===== src/rtl/cdp18xx_pkg.sv =====
// Shared CDP18xx constants: 1802 state codes and the responder's cycle-state enum.
// The core and the cdp1861 use the same state codes.
package cdp18xx_pkg;
  localparam logic [1:0] SC_FETCH = 2'd0;
  localparam logic [1:0] SC_EXEC  = 2'd1;
  localparam logic [1:0] SC_DMA   = 2'd2;
  localparam logic [1:0] SC_INT   = 2'd3;

  // Wide enough for up to 16 clocks per machine cycle
  localparam int PHASE_W = 4;

  typedef enum logic [1:0] {
    ST_IDLE,
    ST_CPU,
    ST_DMA,
    ST_INT
  } cyc_state_e;
endpackage


===== src/rtl/cdp1802_dma_responder_if.sv =====
// Bus between the DMA responder and its neighbours: core requests, cdp1861 DMA/INT, and RAM.
interface cdp1802_dma_responder_if;
  logic        dma_out_req;
  logic        int_req;
  logic        cpu_req;
  logic [1:0]  cpu_sc;
  logic        ie_set;
  logic        r0_load;
  logic [15:0] r0_din;
  logic [7:0]  mem_q;
  logic        tpa;
  logic        tpb;
  logic [1:0]  sc;
  logic        cpu_grant;
  logic        mem_rd;
  logic [15:0] mem_a;
  logic [7:0]  dma_data;
  logic        int_ack;
  logic        ie;
  logic [15:0] r0;

  modport slave (
    input  dma_out_req, int_req, cpu_req, cpu_sc, ie_set, r0_load, r0_din, mem_q,
    output tpa, tpb, sc, cpu_grant, mem_rd, mem_a, dma_data, int_ack, ie, r0
  );

  modport master (
    output dma_out_req, int_req, cpu_req, cpu_sc, ie_set, r0_load, r0_din, mem_q,
    input  tpa, tpb, sc, cpu_grant, mem_rd, mem_a, dma_data, int_ack, ie, r0
  );
endinterface


===== src/rtl/cdp1802_dma_responder_cycle_timer.sv =====
// Free-running machine-cycle phase counter with TPA/TPB decode and a last-phase strobe.
module cdp1802_cycle_timer
  import cdp18xx_pkg::*;
#(
  parameter int CLKS_PER_CYCLE = 8,
  parameter int TPA_PHASE      = 1,
  parameter int TPB_PHASE      = 6
) (
  input  logic               i_clk,
  input  logic               i_reset,
  output logic [PHASE_W-1:0] o_phase,
  output logic               o_tpa,
  output logic               o_tpb,
  output logic               o_last
);
  logic [PHASE_W-1:0] r_phase;

  always_ff @(posedge i_clk) begin
    if (i_reset)     r_phase <= '0;
    else if (o_last) r_phase <= '0;
    else             r_phase <= r_phase + PHASE_W'(1);
  end

  assign o_phase = r_phase;
  assign o_last  = (r_phase == PHASE_W'(CLKS_PER_CYCLE - 1));
  assign o_tpa   = (r_phase == PHASE_W'(TPA_PHASE));
  assign o_tpb   = (r_phase == PHASE_W'(TPB_PHASE));
endmodule


===== src/rtl/cdp1802_dma_responder.sv =====
// CPU-side responder to cdp1861 DMA-out and interrupt requests: cycle arbitration,
// R0 display pointer, IE flag, and the DMA byte fetch from RAM.
module cdp1802_dma_responder
  import cdp18xx_pkg::*;
#(
  parameter int CLKS_PER_CYCLE = 8,
  parameter int TPA_PHASE      = 1,
  parameter int TPB_PHASE      = 6
) (
  input logic                    i_clk,
  input logic                    i_reset,
  cdp1802_dma_responder_if.slave bus
);
  logic [PHASE_W-1:0] w_phase;
  logic               w_tpa, w_tpb, w_last;

  cyc_state_e  r_state, w_state_nxt;
  logic [1:0]  r_cpu_sc, w_cpu_sc_nxt;
  logic [15:0] r_r0;
  logic [7:0]  r_dma_data;
  logic        r_ie;
  logic        w_int_ack;

  cdp1802_cycle_timer #(
    .CLKS_PER_CYCLE (CLKS_PER_CYCLE),
    .TPA_PHASE      (TPA_PHASE),
    .TPB_PHASE      (TPB_PHASE)
  ) u_timer (
    .i_clk   (i_clk),
    .i_reset (i_reset),
    .o_phase (w_phase),
    .o_tpa   (w_tpa),
    .o_tpb   (w_tpb),
    .o_last  (w_last)
  );

  always_ff @(posedge i_clk) begin
    if (i_reset) begin
      r_state  <= ST_IDLE;
      r_cpu_sc <= SC_EXEC;
    end else begin
      r_state  <= w_state_nxt;
      r_cpu_sc <= w_cpu_sc_nxt;
    end
  end

  // Requests are only looked at on the last phase; short pulses in between are dropped.
  always_comb begin
    w_state_nxt  = r_state;
    w_cpu_sc_nxt = r_cpu_sc;
    if (w_last) begin
      if (bus.dma_out_req)            w_state_nxt = ST_DMA;
      else if (bus.int_req && r_ie)   w_state_nxt = ST_INT;
      else if (bus.cpu_req) begin
        w_state_nxt  = ST_CPU;
        w_cpu_sc_nxt = bus.cpu_sc;
      end else                        w_state_nxt = ST_IDLE;
    end

    bus.sc        = SC_EXEC;
    bus.cpu_grant = 1'b0;
    bus.mem_rd    = 1'b0;
    bus.mem_a     = 16'h0000;
    w_int_ack     = 1'b0;
    case (r_state)
      ST_CPU: begin
        bus.sc        = r_cpu_sc;
        bus.cpu_grant = 1'b1;
      end
      ST_DMA: begin
        bus.sc     = SC_DMA;
        bus.mem_a  = r_r0;
        bus.mem_rd = (w_phase == PHASE_W'(2));
      end
      ST_INT: begin
        bus.sc    = SC_INT;
        w_int_ack = w_tpb && !i_reset;
      end
      default: ;
    endcase
  end

  always_ff @(posedge i_clk) begin
    if (i_reset) begin
      r_r0       <= 16'h0000;
      r_dma_data <= 8'h00;
      r_ie       <= 1'b1;
    end else begin
      if (bus.r0_load)                      r_r0 <= bus.r0_din;
      else if (r_state == ST_DMA && w_last) r_r0 <= r_r0 + 16'd1;
      // RAM answers one clock after the phase-2 strobe
      if (r_state == ST_DMA && w_phase == PHASE_W'(3)) r_dma_data <= bus.mem_q;
      if (w_int_ack)       r_ie <= 1'b0;
      else if (bus.ie_set) r_ie <= 1'b1;
    end
  end

  assign bus.tpa      = w_tpa;
  assign bus.tpb      = w_tpb;
  assign bus.dma_data = r_dma_data;
  assign bus.int_ack  = w_int_ack;
  assign bus.ie       = r_ie;
  assign bus.r0       = r_r0;
endmodule


===== src/flat_wrapper.sv =====
// flat-port wrapper written by rule: the top's interface ports become plain ports
module cdp1802_dma_responder_flat import cdp18xx_pkg::*;
#(
  parameter int CLKS_PER_CYCLE = 8,
  parameter int TPA_PHASE      = 1,
  parameter int TPB_PHASE      = 6
)
  (i_clk, i_reset, bus_dma_out_req, bus_int_req, bus_cpu_req, bus_cpu_sc, bus_ie_set, bus_r0_load, bus_r0_din, bus_mem_q, bus_tpa, bus_tpb, bus_sc, bus_cpu_grant, bus_mem_rd, bus_mem_a, bus_dma_data, bus_int_ack, bus_ie, bus_r0);
  cdp1802_dma_responder_if bus_i ();
  input logic i_clk;
  input logic i_reset;
  input wire logic [$bits(bus_i.dma_out_req)-1:0] bus_dma_out_req;
  input wire logic [$bits(bus_i.int_req)-1:0] bus_int_req;
  input wire logic [$bits(bus_i.cpu_req)-1:0] bus_cpu_req;
  input wire logic [$bits(bus_i.cpu_sc)-1:0] bus_cpu_sc;
  input wire logic [$bits(bus_i.ie_set)-1:0] bus_ie_set;
  input wire logic [$bits(bus_i.r0_load)-1:0] bus_r0_load;
  input wire logic [$bits(bus_i.r0_din)-1:0] bus_r0_din;
  input wire logic [$bits(bus_i.mem_q)-1:0] bus_mem_q;
  output wire logic [$bits(bus_i.tpa)-1:0] bus_tpa;
  output wire logic [$bits(bus_i.tpb)-1:0] bus_tpb;
  output wire logic [$bits(bus_i.sc)-1:0] bus_sc;
  output wire logic [$bits(bus_i.cpu_grant)-1:0] bus_cpu_grant;
  output wire logic [$bits(bus_i.mem_rd)-1:0] bus_mem_rd;
  output wire logic [$bits(bus_i.mem_a)-1:0] bus_mem_a;
  output wire logic [$bits(bus_i.dma_data)-1:0] bus_dma_data;
  output wire logic [$bits(bus_i.int_ack)-1:0] bus_int_ack;
  output wire logic [$bits(bus_i.ie)-1:0] bus_ie;
  output wire logic [$bits(bus_i.r0)-1:0] bus_r0;
  assign bus_i.dma_out_req = bus_dma_out_req;
  assign bus_i.int_req = bus_int_req;
  assign bus_i.cpu_req = bus_cpu_req;
  assign bus_i.cpu_sc = bus_cpu_sc;
  assign bus_i.ie_set = bus_ie_set;
  assign bus_i.r0_load = bus_r0_load;
  assign bus_i.r0_din = bus_r0_din;
  assign bus_i.mem_q = bus_mem_q;
  assign bus_tpa = bus_i.tpa;
  assign bus_tpb = bus_i.tpb;
  assign bus_sc = bus_i.sc;
  assign bus_cpu_grant = bus_i.cpu_grant;
  assign bus_mem_rd = bus_i.mem_rd;
  assign bus_mem_a = bus_i.mem_a;
  assign bus_dma_data = bus_i.dma_data;
  assign bus_int_ack = bus_i.int_ack;
  assign bus_ie = bus_i.ie;
  assign bus_r0 = bus_i.r0;
  cdp1802_dma_responder #(.CLKS_PER_CYCLE(CLKS_PER_CYCLE), .TPA_PHASE(TPA_PHASE), .TPB_PHASE(TPB_PHASE)) u_core (.i_clk(i_clk), .i_reset(i_reset), .bus(bus_i));
endmodule

===== config.mk =====
export PLATFORM = sky130hd
export DESIGN_NAME = cdp1802_dma_responder_flat
export DESIGN_NICKNAME = d
export VERILOG_FILES = /design/src/rtl/cdp18xx_pkg.sv /design/src/rtl/cdp1802_dma_responder_if.sv /design/src/rtl/cdp1802_dma_responder_cycle_timer.sv /design/src/rtl/cdp1802_dma_responder.sv /design/src/flat_wrapper.sv
export SDC_FILE = /design/constraint.sdc
export NUM_CORES = 1
export LEC_CHECK = 0
export CAP_MARGIN = 25
export CORE_UTILIZATION = 45
export CTS_BUF_LIST = sky130_fd_sc_hd__clkbuf_4
export CTS_CLUSTER_SIZE = 25
export DETAILED_ROUTE_END_ITERATION = 6
export PLACE_DENSITY = 0.87
export REMOVE_ABC_BUFFERS = 1
export SETUP_SLACK_MARGIN = 0.2
export SLEW_MARGIN = 5
export SYNTH_ARGS = -nofsm -noshare
export SYNTH_HDL_FRONTEND = slang
export SYNTH_HIERARCHICAL = 1
export SYNTH_SLANG_ARGS = --single-unit
export TNS_END_PERCENT = 100

===== constraint.sdc =====
create_clock -name i_clk -period 5.5 [get_ports i_clk]
set_input_delay 0.55 -clock i_clk [delete_from_list [all_inputs] [get_ports i_clk]]
set_output_delay 0.55 -clock i_clk [all_outputs]
set_load 0.05 [all_outputs]

# After elaboration in Yosys (flattened, before gate mapping)
# Cells that the tools add are included.
# Widths: inputs -> output; s select.
# word_totals
reg_bits	33
input_bits	33
output_inout_bits	48
# classes
mux	12
n_eq_ne	8
add_sub_neg	2
n_bitwise	2
n_reduce_logical	9
# ops
operator	count
$mux 16	3
$add 16x1->16 const B	1
$eq 4x2->1 const B	2
$eq 4x3->1 const B	2
$mux 1	6
$pmux 2 s3	1
$add 4x1->4 const B	1
$eq 2x2->1 const B	2
$eq 4x1->1 const B	1
$logic_and 1x1->1	4
$mux 2	2
$reduce_and 4->1	1
$reduce_bool 2->1	2
$eq 2x1->1 const B	1
$not 1->1	2
$reduce_or 2->1	1
$logic_not 1->1	1

# Longest topological paths before layout
# Gate-level depths: netlist (run 1).
# depth
depth_word	4
depth_mapped	7

# Modules after synthesis
# Netlist (run 1), hierarchy kept.
# modules_own_cells
module	cells_per_inst	area_per_inst_um2	instances
cdp1802_dma_responder	183	1516.5	1
cdp1802_cycle_timer	20	202.7	1

# Least setup slack after synthesis (run 1)
# Ideal clock, no wire load.
# synth_path
kind	reg-to-reg
start	register u_core.u_timer.r_phase[0] (netlist: u_core/u_timer/o_phase[0])
end	register u_core.r_r0[13] (netlist: u_core/bus.r0[13])
arrival_ps	2374
path_stages_with_launch	8
synth_period_minus_slack_ps	2465
slack_ps	3035
n_path_buf	1
cell_sequence	dfxtp_1 -> ha_1 -> and3b_2 -> clkbuf_1 -> nand2_1 -> or4_4 -> or4_1 -> a311oi_1
# synth_via
elab_chain_cells	3
# synth_lines
item	line_no	source
start, declared	cdp1802_dma_responder_cycle_timer.sv:16	logic [PHASE_W-1:0] r_phase;
start signal, assigned	cdp1802_dma_responder_cycle_timer.sv:21	else r_phase <= r_phase + PHASE_W'(1);
$eq 4x3->1	cdp1802_dma_responder_cycle_timer.sv:25	assign o_last = (r_phase == PHASE_W'(CLKS_PER_CYCLE - 1));
net u_core.w_last	cdp1802_dma_responder.sv:15	logic w_tpa, w_tpb, w_last;
$logic_and 1x1->1	cdp1802_dma_responder.sv:90	else if (r_state == ST_DMA && w_last) r_r0 <= r_r0 + 16'd1;
$reduce_bool 2->1 (no line)	-	
end signal, assigned	cdp1802_dma_responder.sv:89	if (bus.r0_load) r_r0 <= bus.r0_din;
end signal, assigned	cdp1802_dma_responder.sv:90	
end, declared	cdp1802_dma_responder.sv:19	logic [15:0] r_r0;
# The timed path passes the listed nets, and every way through them passes these cells.
# A chain may end at the register's enable or synchronous reset.

# Worst setup path in the final report (run 1)
# layout_path
start	register u_core.r_state[1]
end	output port bus_mem_a[2]
# layout_via
elab_chain_cells	2
# layout_lines
item	line_no	source
start, declared	cdp1802_dma_responder.sv:17	cyc_state_e r_state, w_state_nxt;
start signal, assigned	cdp1802_dma_responder.sv:42	r_state <= w_state_nxt;
$eq 2x2->1	cdp1802_dma_responder.sv:65	case (r_state)
$mux 16	cdp1802_dma_responder.sv:65	
end, declared	flat_wrapper.sv:25	output wire logic [$bits(bus_i.mem_a)-1:0] bus_mem_a;
# No other way between the ends.

==> results_dict.tcl, run 1 <==
set metrics [dict create \
    mappedNetlistArea_sq_um 1720 \
    grt_pass1_wl_um 6960 \
    area_growth_pct 51.7 \
    cap_violations 0 \
    wire_per_inst_um 13.2 \
    synth_area_per_cell_sq_um 8.47 \
    cp_top_family "buffers and inverters" \
    clockRootBuffer "clkbuf_4" \
    cp_slowest_cell "clkdlybuf4s50_1" \
    period_share 0.557 \
    synth_top_area_frac 0.384 \
    layoutNonFillerInstCount 330 \
    dpl_cell_area_sq_um 2560 \
    rr_startpoint "u_core/u_timer/o_phase[0]" \
    cpPeakStageDelay_ns 0.80 \
    fin_tns_setup_ns 0 \
    grt_antenna_before_repair 0 \
    gp_congestion 0.769 \
    dieArea_sq_um 4070 \
    ys.flop_type "dfxtp_1" \
    synth-edff-count 0 \
    setup_viol 0 \
    cts_tree "built" \
    final-hold-violation-count 0 \
    drt_first_pass_iters 4 \
    die_width_um 63.8 \
    cp_max_fo 11 \
    via_per_inst 5.18 \
    clkTransAtPathRegs_ns 0.09 \
    dpl.hpwl_um 3180 \
    ys_warn_count 6 \
    peakVddDrop_mv 0.125 \
    hold_buffers 0 \
    yosysSeqAreaShare 0.384 \
    numPortBuffers 80 \
    clock_latency_ns 0.32 \
    critPathBufInv 2 \
    status "finished clean" \
    grt_usage 0.221 \
    critPathLaunch "u_core/r_state[1]" \
    synth-async-reset-ratio 0 \
    worst_pin_slew_ns 0.828 \
    drcViolationCount 0 \
    drive_gt1_frac 0.0496 \
    power_mw 0.491 \
    final_common_cell "clkdlybuf4s50_1" \
    hold_ws_ns 0.510 \
    postCtsSetupBuffers 0 \
    num_io_pins 81 \
    max_slew_margin 0.447 \
    layout.nets 320 \
    vias 1709 \
    grt_max_degree 35 \
    synth_top_area_cell "dfxtp_1" \
    ant_nets 0 \
    first_iter_violations 55 \
    crit_arrival_ns 2.51 \
    post-route-util 0.712 \
    synth.area.top_cells "dfxtp_1, nor2_1, mux2i_1" \
    cp-end-kind "output pin" \
    insertedDiodeCount 0 \
    cts_buffer_depth 2 \
    dp_worst_setup_slack_ns 2.51 \
    fp.dieH_um 63.8 \
    worstSetupStartpointType "flop" \
    core-area_sq_um 3660 \
    final_cell_mix "clkdlybuf4s50_1, dfxtp_1, nor2_1" \
    numCtsBuffers 5 \
    power_density_nw_per_um2 188 \
    routed_wl_um 4360 \
    syn_inst 203 \
    setup_slack_ns 2.44 \
    path_class "flop to output pin" \
    critical_path_required_ns 4.95 \
    ys_ff_latch 33 \
    rsz0062_at_grt "false" \
    gr-total-overflow 0 \
    hold_start "u_core/r_cpu_sc[1]" \
    period_needed_ns 3.06 \
    first_global_vias 1563 \
    path_cells "nor2b_1 -> buf_6 -> and2_2 -> clkdlybuf4s50_1" \
    cts.repair.resized 0 \
    synth_cell_types 36 \
    htree_levels 2 \
    clock_skew_ns 0.0101 \
    slew_violations 0 \
    dp_cells 324 \
    start_util 0.470 \
    leakage_nw 1.00 \
    rows 22 \
    cts_sinks 33 \
    hold_path_class "flop to flop" \
    fmax_mhz 326 \
    fin_area_sq_um 2610 \
]
final timing paths:
path	end	slack, ns	cells past startpoint
worst min-delay path	u_core/r_cpu_sc[1]	0.51	2
worst min register to register	u_core/r_cpu_sc[1]	0.51	2
worst max-delay path	bus_mem_a[2]	2.44	4
worst max register to register	u_core/bus.r0[15]	2.96	6
metal layers:
metal,routed length [um],share of wire,global-route usage
met1,1950,0.45,0.265
met2,2090,0.48,0.376
met3,277,0.064,0.0571
met4,37,0.0085,0.0824
met5,0,0,0
kinds of logic (layout without fill, tap and decap cells):
logic type / Yosys count / count (layout) / synth area share
muxes: 11 / 11 / 0.0648
xor gates and xnor gates: 10 / 10 / 0.0509
DFF: 33 / 33 / 0.384
AOI/OAI and AO/OA: 28 / 28 / 0.114
and+or+nand+nor: 100 / 100 / 0.320
adders and majority gates: 4 / 4 / 0.0291
buffers and inverters: 17 / 96 / 0.0371
where the power goes:
part	switching (mW)	internal, mW	leakage, nW
combinational	0.0591	0.0488	0.703
sequential	0.0165	0.249	0.271
clock	0.0729	0.0443	0.0269
synthesized netlist by cell type (all sizes together), types with 5 or more instances:
| master | count |
|---|---|
| inv | 8 |
| a21oi | 5 |
| dfxtp | 33 |
| nand2 | 10 |
| mux2i | 10 |
| xnor2 | 6 |
| nor3 | 10 |
| nand3 | 7 |
| nor2 | 31 |
| clkbuf | 9 |
| a211oi | 10 |
| and2 | 15 |
layout make-up:
cell class / count / area [sq um]
fillers: 301 / 1050
multi-input cells: 153 / 995
clock buffers: 5 / 37.5
inverters: 8 / 30.0
well taps: 48 / 60.1
flip-flops and latches: 33 / 661
clock inverters: 1 / 5.00
repair buffers: 82 / 820
tightest hold or removal path, cell delays in order (launching register included):
cell	delay (ns)
dfxtp_1	0.33
mux2i_1	0.06
nor2_1	0.08
registers in the layout, summed over array words and instances, names as in the netlist:
register and flops:
u_core/bus.dma_data 8, u_core/bus.ie 1, u_core/bus.r0 16, u_core/r_cpu_sc 2
u_core/r_state 2, u_core/u_timer/o_phase 4
Note: power is estimated with default switching activity, not from simulation.
==> inputs of run 2 (changes only) <==
CORE_UTILIZATION = 38   (was 45)
PLACE_DENSITY = 0.78   (was 0.87)
clock period = 2.8 ns   (was 5.5 ns; I/O delays follow)
==> run 2 against run 1 <==
  * Combinational power is 100% higher
  * Core utilization is 10 points lower
  * Sequential cell count stayed put
  * Critical path type is now flop to flop
  * Critical endpoint is now u_core/bus.r0[15]
==> results_dict.tcl, run 2 (synthesis gave the netlist of run 1 again) <==
set metrics [dict create \
    status "finished clean" \
    numPortBuffers 80 \
    grt_usage 0.193 \
    dp_cells 331 \
    gr-total-overflow 0 \
    numCtsBuffers 5 \
    clockRootBuffer "clkbuf_4" \
    vias 1773 \
    core-area_sq_um 4350 \
    cp_slowest_cell "or4_1" \
    path_cells "ha_1 -> and3b_2 -> nand2_1 -> or4_4 -> or4_1 -> a311oi_1" \
    critPathBufInv 0 \
    rsz0062_at_grt "false" \
    drcViolationCount 0 \
    rows 24 \
    largest_reg_flops 16 \
    crit_arrival_ns 2.67 \
    fp.dieH_um 69.3 \
    fin_area_sq_um 2650 \
    layoutNonFillerInstCount 342 \
    worst_pin_slew_ns 0.583 \
    hold_ws_ns 0.493 \
    cts_sinks 33 \
    htree_levels 2 \
    clock_skew_ns 0.00445 \
    hold_buffers 0 \
    start_util 0.395 \
    final_cell_mix "clkdlybuf4s50_1, dfxtp_1, nor2_1" \
    fmax_mhz 412 \
    worstSetupStartpointType "flop" \
    period_share 0.866 \
    die_width_um 69.3 \
    fin_tns_setup_ns 0 \
    leakage_nw 1.08 \
    clock_latency_ns 0.33 \
    drt_first_pass_iters 4 \
    max_slew_margin 0.610 \
    cp_top_family "simple AND/OR/NAND/NOR gates" \
    grt_antenna_before_repair 0 \
    dieArea_sq_um 4800 \
    final_common_cell "clkdlybuf4s50_1" \
    power_mw 1.01 \
    cpPeakStageDelay_ns 0.50 \
    num_io_pins 81 \
    gp_congestion 0.834 \
    cp_max_fo 10 \
    period_needed_ns 2.43 \
    cap_violations 0 \
    cts_buffer_depth 2 \
    power_density_nw_per_um2 380 \
    wire_per_inst_um 13.3 \
    dpl.hpwl_um 3350 \
    insertedDiodeCount 0 \
    peakVddDrop_mv 0.211 \
    clkTransAtPathRegs_ns 0.10 \
    slew_violations 0 \
    critical_path_required_ns 3.04 \
    cts_tree "built" \
    first_iter_violations 89 \
    drive_gt1_frac 0.138 \
    via_per_inst 5.18 \
    area_growth_pct 54.1 \
    cp-end-kind "flop" \
    hold_path_class "flop to flop" \
    setup_viol 0 \
    rr_worst_depth 6 \
    path_class "flop to flop" \
    holdPathStages 1 \
    cp_num_cells 6 \
    dpl_cell_area_sq_um 2570 \
    ant_nets 0 \
    routed_wl_um 4540 \
    grt_pass1_wl_um 7580 \
    grt_max_degree 23 \
    final-hold-violation-count 0 \
    layout.nets 326 \
    first_global_vias 1728 \
]
run 2: what timing repair did:
item / 4_1_cts / 5_1_grt
buffers inserted: 0 / 3
endpoints found under the setup margin: 0 / 1
resized for setup: 0 / 1
run 2: layout make-up:
type,count,area (sq um)
Timing Repair Buffer,88,843
Multi-Input combinational cell,153,995
Clock inverter,2,10.0
Tap cell,52,65.1
Inverter,8,30.0
Fill cell,401,1700
Clock buffer,6,45.0
Sequential cell,33,662
run 2: worst reg2reg max path, cell delays in order, from the launching register on:
cell      delay, ns
dfxtp_1        0.43
ha_1           0.23
and3b_2        0.32
nand2_1        0.15
or4_4          0.43
or4_1          0.50
a311oi_1       0.27
run 2: routing by layer:
metal,vias up,share of wire,GRT usage
met3,4,0.082,0.0552
met4,0,0.0077,0.0658
met1,804,0.45,0.234
met5,-,0,0
li1,893,-,-
met2,72,0.47,0.326
run 2: power breakdown:
| group | internal (mW) | leakage (nW) | total (mW) | switching, mW |
|---|---|---|---|---|
| Combinational | 0.0993 | 0.774 | 0.220 | 0.120 |
| Clock | 0.105 | 0.0354 | 0.266 | 0.160 |
| Sequential | 0.490 | 0.271 | 0.521 | 0.0307 |
run 2: worst paths after layout:
path	start	to	slack, ns
setup / recovery	u_core/u_timer/o_phase[1]	u_core/bus.r0[15]	0.37
setup reg to reg	u_core/u_timer/o_phase[1]	u_core/bus.r0[15]	0.37
hold / removal	u_core/u_timer/o_phase[0]	u_core/u_timer/o_phase[0]	0.49
hold reg to reg	u_core/u_timer/o_phase[0]	u_core/u_timer/o_phase[0]	0.49
run 2: through the flow:
| stage | utilization | setup WS (ns) |
|---|---|---|
| after floorplan | - | 0.483 |
| after global placement | 0.591 | 0.452 |
| after detailed placement | 0.591 | 0.355 |
| after CTS | 0.603 | 0.329 |
| after global routing | 0.609 | 0.217 |
| final | 0.609 | 0.374 |
==> inputs of run 3 (changes only) <==
CORE_MARGIN = 4   (was not set)
CORE_UTILIZATION = 42   (was 38)
PLACE_DENSITY = 0.82   (was 0.78)
clock period = 2.7 ns   (was 2.8 ns; I/O delays follow)
==> run 3 against run 2 <==
  * Critical path depth stayed put
  * Maximum frequency up 6.9%
  * First-iteration DRC count up 67%
  * Global-route usage up 0.079 points
  * Sequential power grew 3.8%
  * Core utilization rose by 13 points
  * Non-clock buffer count down 2
  * Clock skew down 0.00053 ns
  * Power increased by 2.3%
  * Clock-buffer cell count did not move
  * Combinational power up 4%
  * Wire length up 5.4%
  * Largest cell class is now non-clock buffers
==> results_dict.tcl, run 3 (synthesis gave the netlist of run 1 again) <==
set metrics [dict create \
    fin_tns_setup_ns 0 \
    setup_slack_ns 0.431 \
    max_slew_margin 0.638 \
    cap_violations 0 \
    insertedDiodeCount 0 \
    critical_path_required_ns 2.93 \
    pwr-share-clk 0.253 \
    clock_skew_ns 0.00392 \
    via_per_inst 5.35 \
    status "finished clean" \
    worstSetupStartpointType "flop" \
    grt_antenna_before_repair 0 \
    slew_violations 0 \
    cts.repair.resized 0 \
    netSwitchingPower_mw 0.313 \
    numCtsBuffers 5 \
    grt_max_degree 20 \
    drt_first_pass_iters 4 \
    area_growth_pct 62.7 \
    fp.dieH_um 72.0 \
    fin_area_sq_um 2800 \
    setup_viol 0 \
    rows 22 \
    vias 1793 \
    ant_nets 0 \
    layout.nets 324 \
    clock_latency_ns 0.32 \
    swShare 0.304 \
    final_common_cell "clkdlybuf4s50_1" \
    dieArea_sq_um 5180 \
    drive_gt1_frac 0.122 \
    final_cell_mix "clkdlybuf4s50_1, dfxtp_1, nor2_1" \
    grt_usage 0.194 \
    gr-total-overflow 0 \
    htree_levels 2 \
    period_share 0.841 \
    hold_path_class "flop to flop" \
    p_int_mw 0.716 \
    postCtsSetupBuffers 0 \
    leakage_nw 1.10 \
    die_width_um 72.0 \
    cp_max_fo 7 \
    period_needed_ns 2.27 \
    first_iter_violations 149 \
    num_io_pins 81 \
    peakVddDrop_mv 0.298 \
    power_density_nw_per_um2 368 \
    dp_worst_setup_slack_ns 0.467 \
    drcViolationCount 0 \
    dpl.hpwl_um 3730 \
    hold_buffers 0 \
    clkTransAtPathRegs_ns 0.10 \
    start_util 0.453 \
    cp-end-kind "flop" \
    largest_reg_flops 16 \
    first_global_vias 1767 \
    rsz0062_at_grt "false" \
    power_frac_seq 0.525 \
    cts_sinks 33 \
    crit_arrival_ns 2.50 \
    fill_cells 282 \
    routed_wl_um 4780 \
    gp_congestion 0.780 \
    clockRootBuffer "clkbuf_4" \
    final-hold-violation-count 0 \
    cts_buffer_depth 2 \
    core-area_sq_um 3800 \
    wire_per_inst_um 14.3 \
    grt_pass1_wl_um 8070 \
    path_class "flop to flop" \
    power_frac_comb 0.222 \
    fmax_mhz 441 \
    dpl_cell_area_sq_um 2750 \
    worst_pin_slew_ns 0.541 \
    cts_tree "built" \
    numPortBuffers 80 \
]
[run 3: area by class of cell]
type	instances	area (sq um)	share of cell area
repair buffers	86	1000	0.359
multi-input cells	153	995	0.356
flip-flops and latches	33	661	0.236
well taps	48	60.1	0.0215
clock buffers	6	45.0	0.0161
inverters	8	30.0	0.0107
clock inverters	1	3.75	0.00134
[run 3: power groups by stage]
stage | logic [mW] | registers (mW) | clock network (mW)
6_report | 0.228 | 0.541 | 0.261
5_1_grt | 0.244 | 0.546 | 0.293
4_1_cts | 0.230 | 0.540 | 0.268
3_5_place_dp | 0.229 | 0.551 | 0
3_3_place_gp | 0.226 | 0.550 | 0
2_1_floorplan | 0.0578 | 0.605 | 0
[run 3: stage by stage]
step / cells / power (mW) / hold slack [ns] / util
finish: 335 / 1.03 / 0.504 / 0.736
global placement: 328 / 0.776 / 0.474 / 0.724
CTS: 335 / 1.04 / 0.509 / 0.736
detailed placement: 328 / 0.780 / 0.487 / 0.724
floorplan: 194 / 0.662 / 0.342 / -
global route: 335 / 1.08 / 0.512 / 0.736
[run 3: path summary, 6_finish.rpt]
check                                  from                      to  slack (ns)  cells after the start
setup reg to reg  u_core/u_timer/o_phase[0]       u_core/bus.r0[13]        0.43                      6
setup / recovery  u_core/u_timer/o_phase[0]       u_core/bus.r0[13]        0.43                      6
hold reg to reg      u_core/bus.dma_data[3]  u_core/bus.dma_data[3]        0.50                      2
hold / removal       u_core/bus.dma_data[3]  u_core/bus.dma_data[3]        0.50                      2
[run 3: routing by layer]
metal | wire [um] | part of all wire | track usage | vias up
met5 | 0 | 0 | 0 | -
met4 | 84 | 0.018 | 0.0626 | 0
met3 | 484 | 0.10 | 0.0706 | 10
met2 | 2370 | 0.50 | 0.336 | 81
met1 | 1850 | 0.39 | 0.220 | 813
li1 | - | - | - | 889
[run 3: critical path, stage by stage (launching register included)]
cell and delay [ns]:
dfxtp_1 0.45, ha_1 0.23, and3b_2 0.20, nand2_1 0.11, or4_4 0.45, or4_1 0.51
a311oi_1 0.24
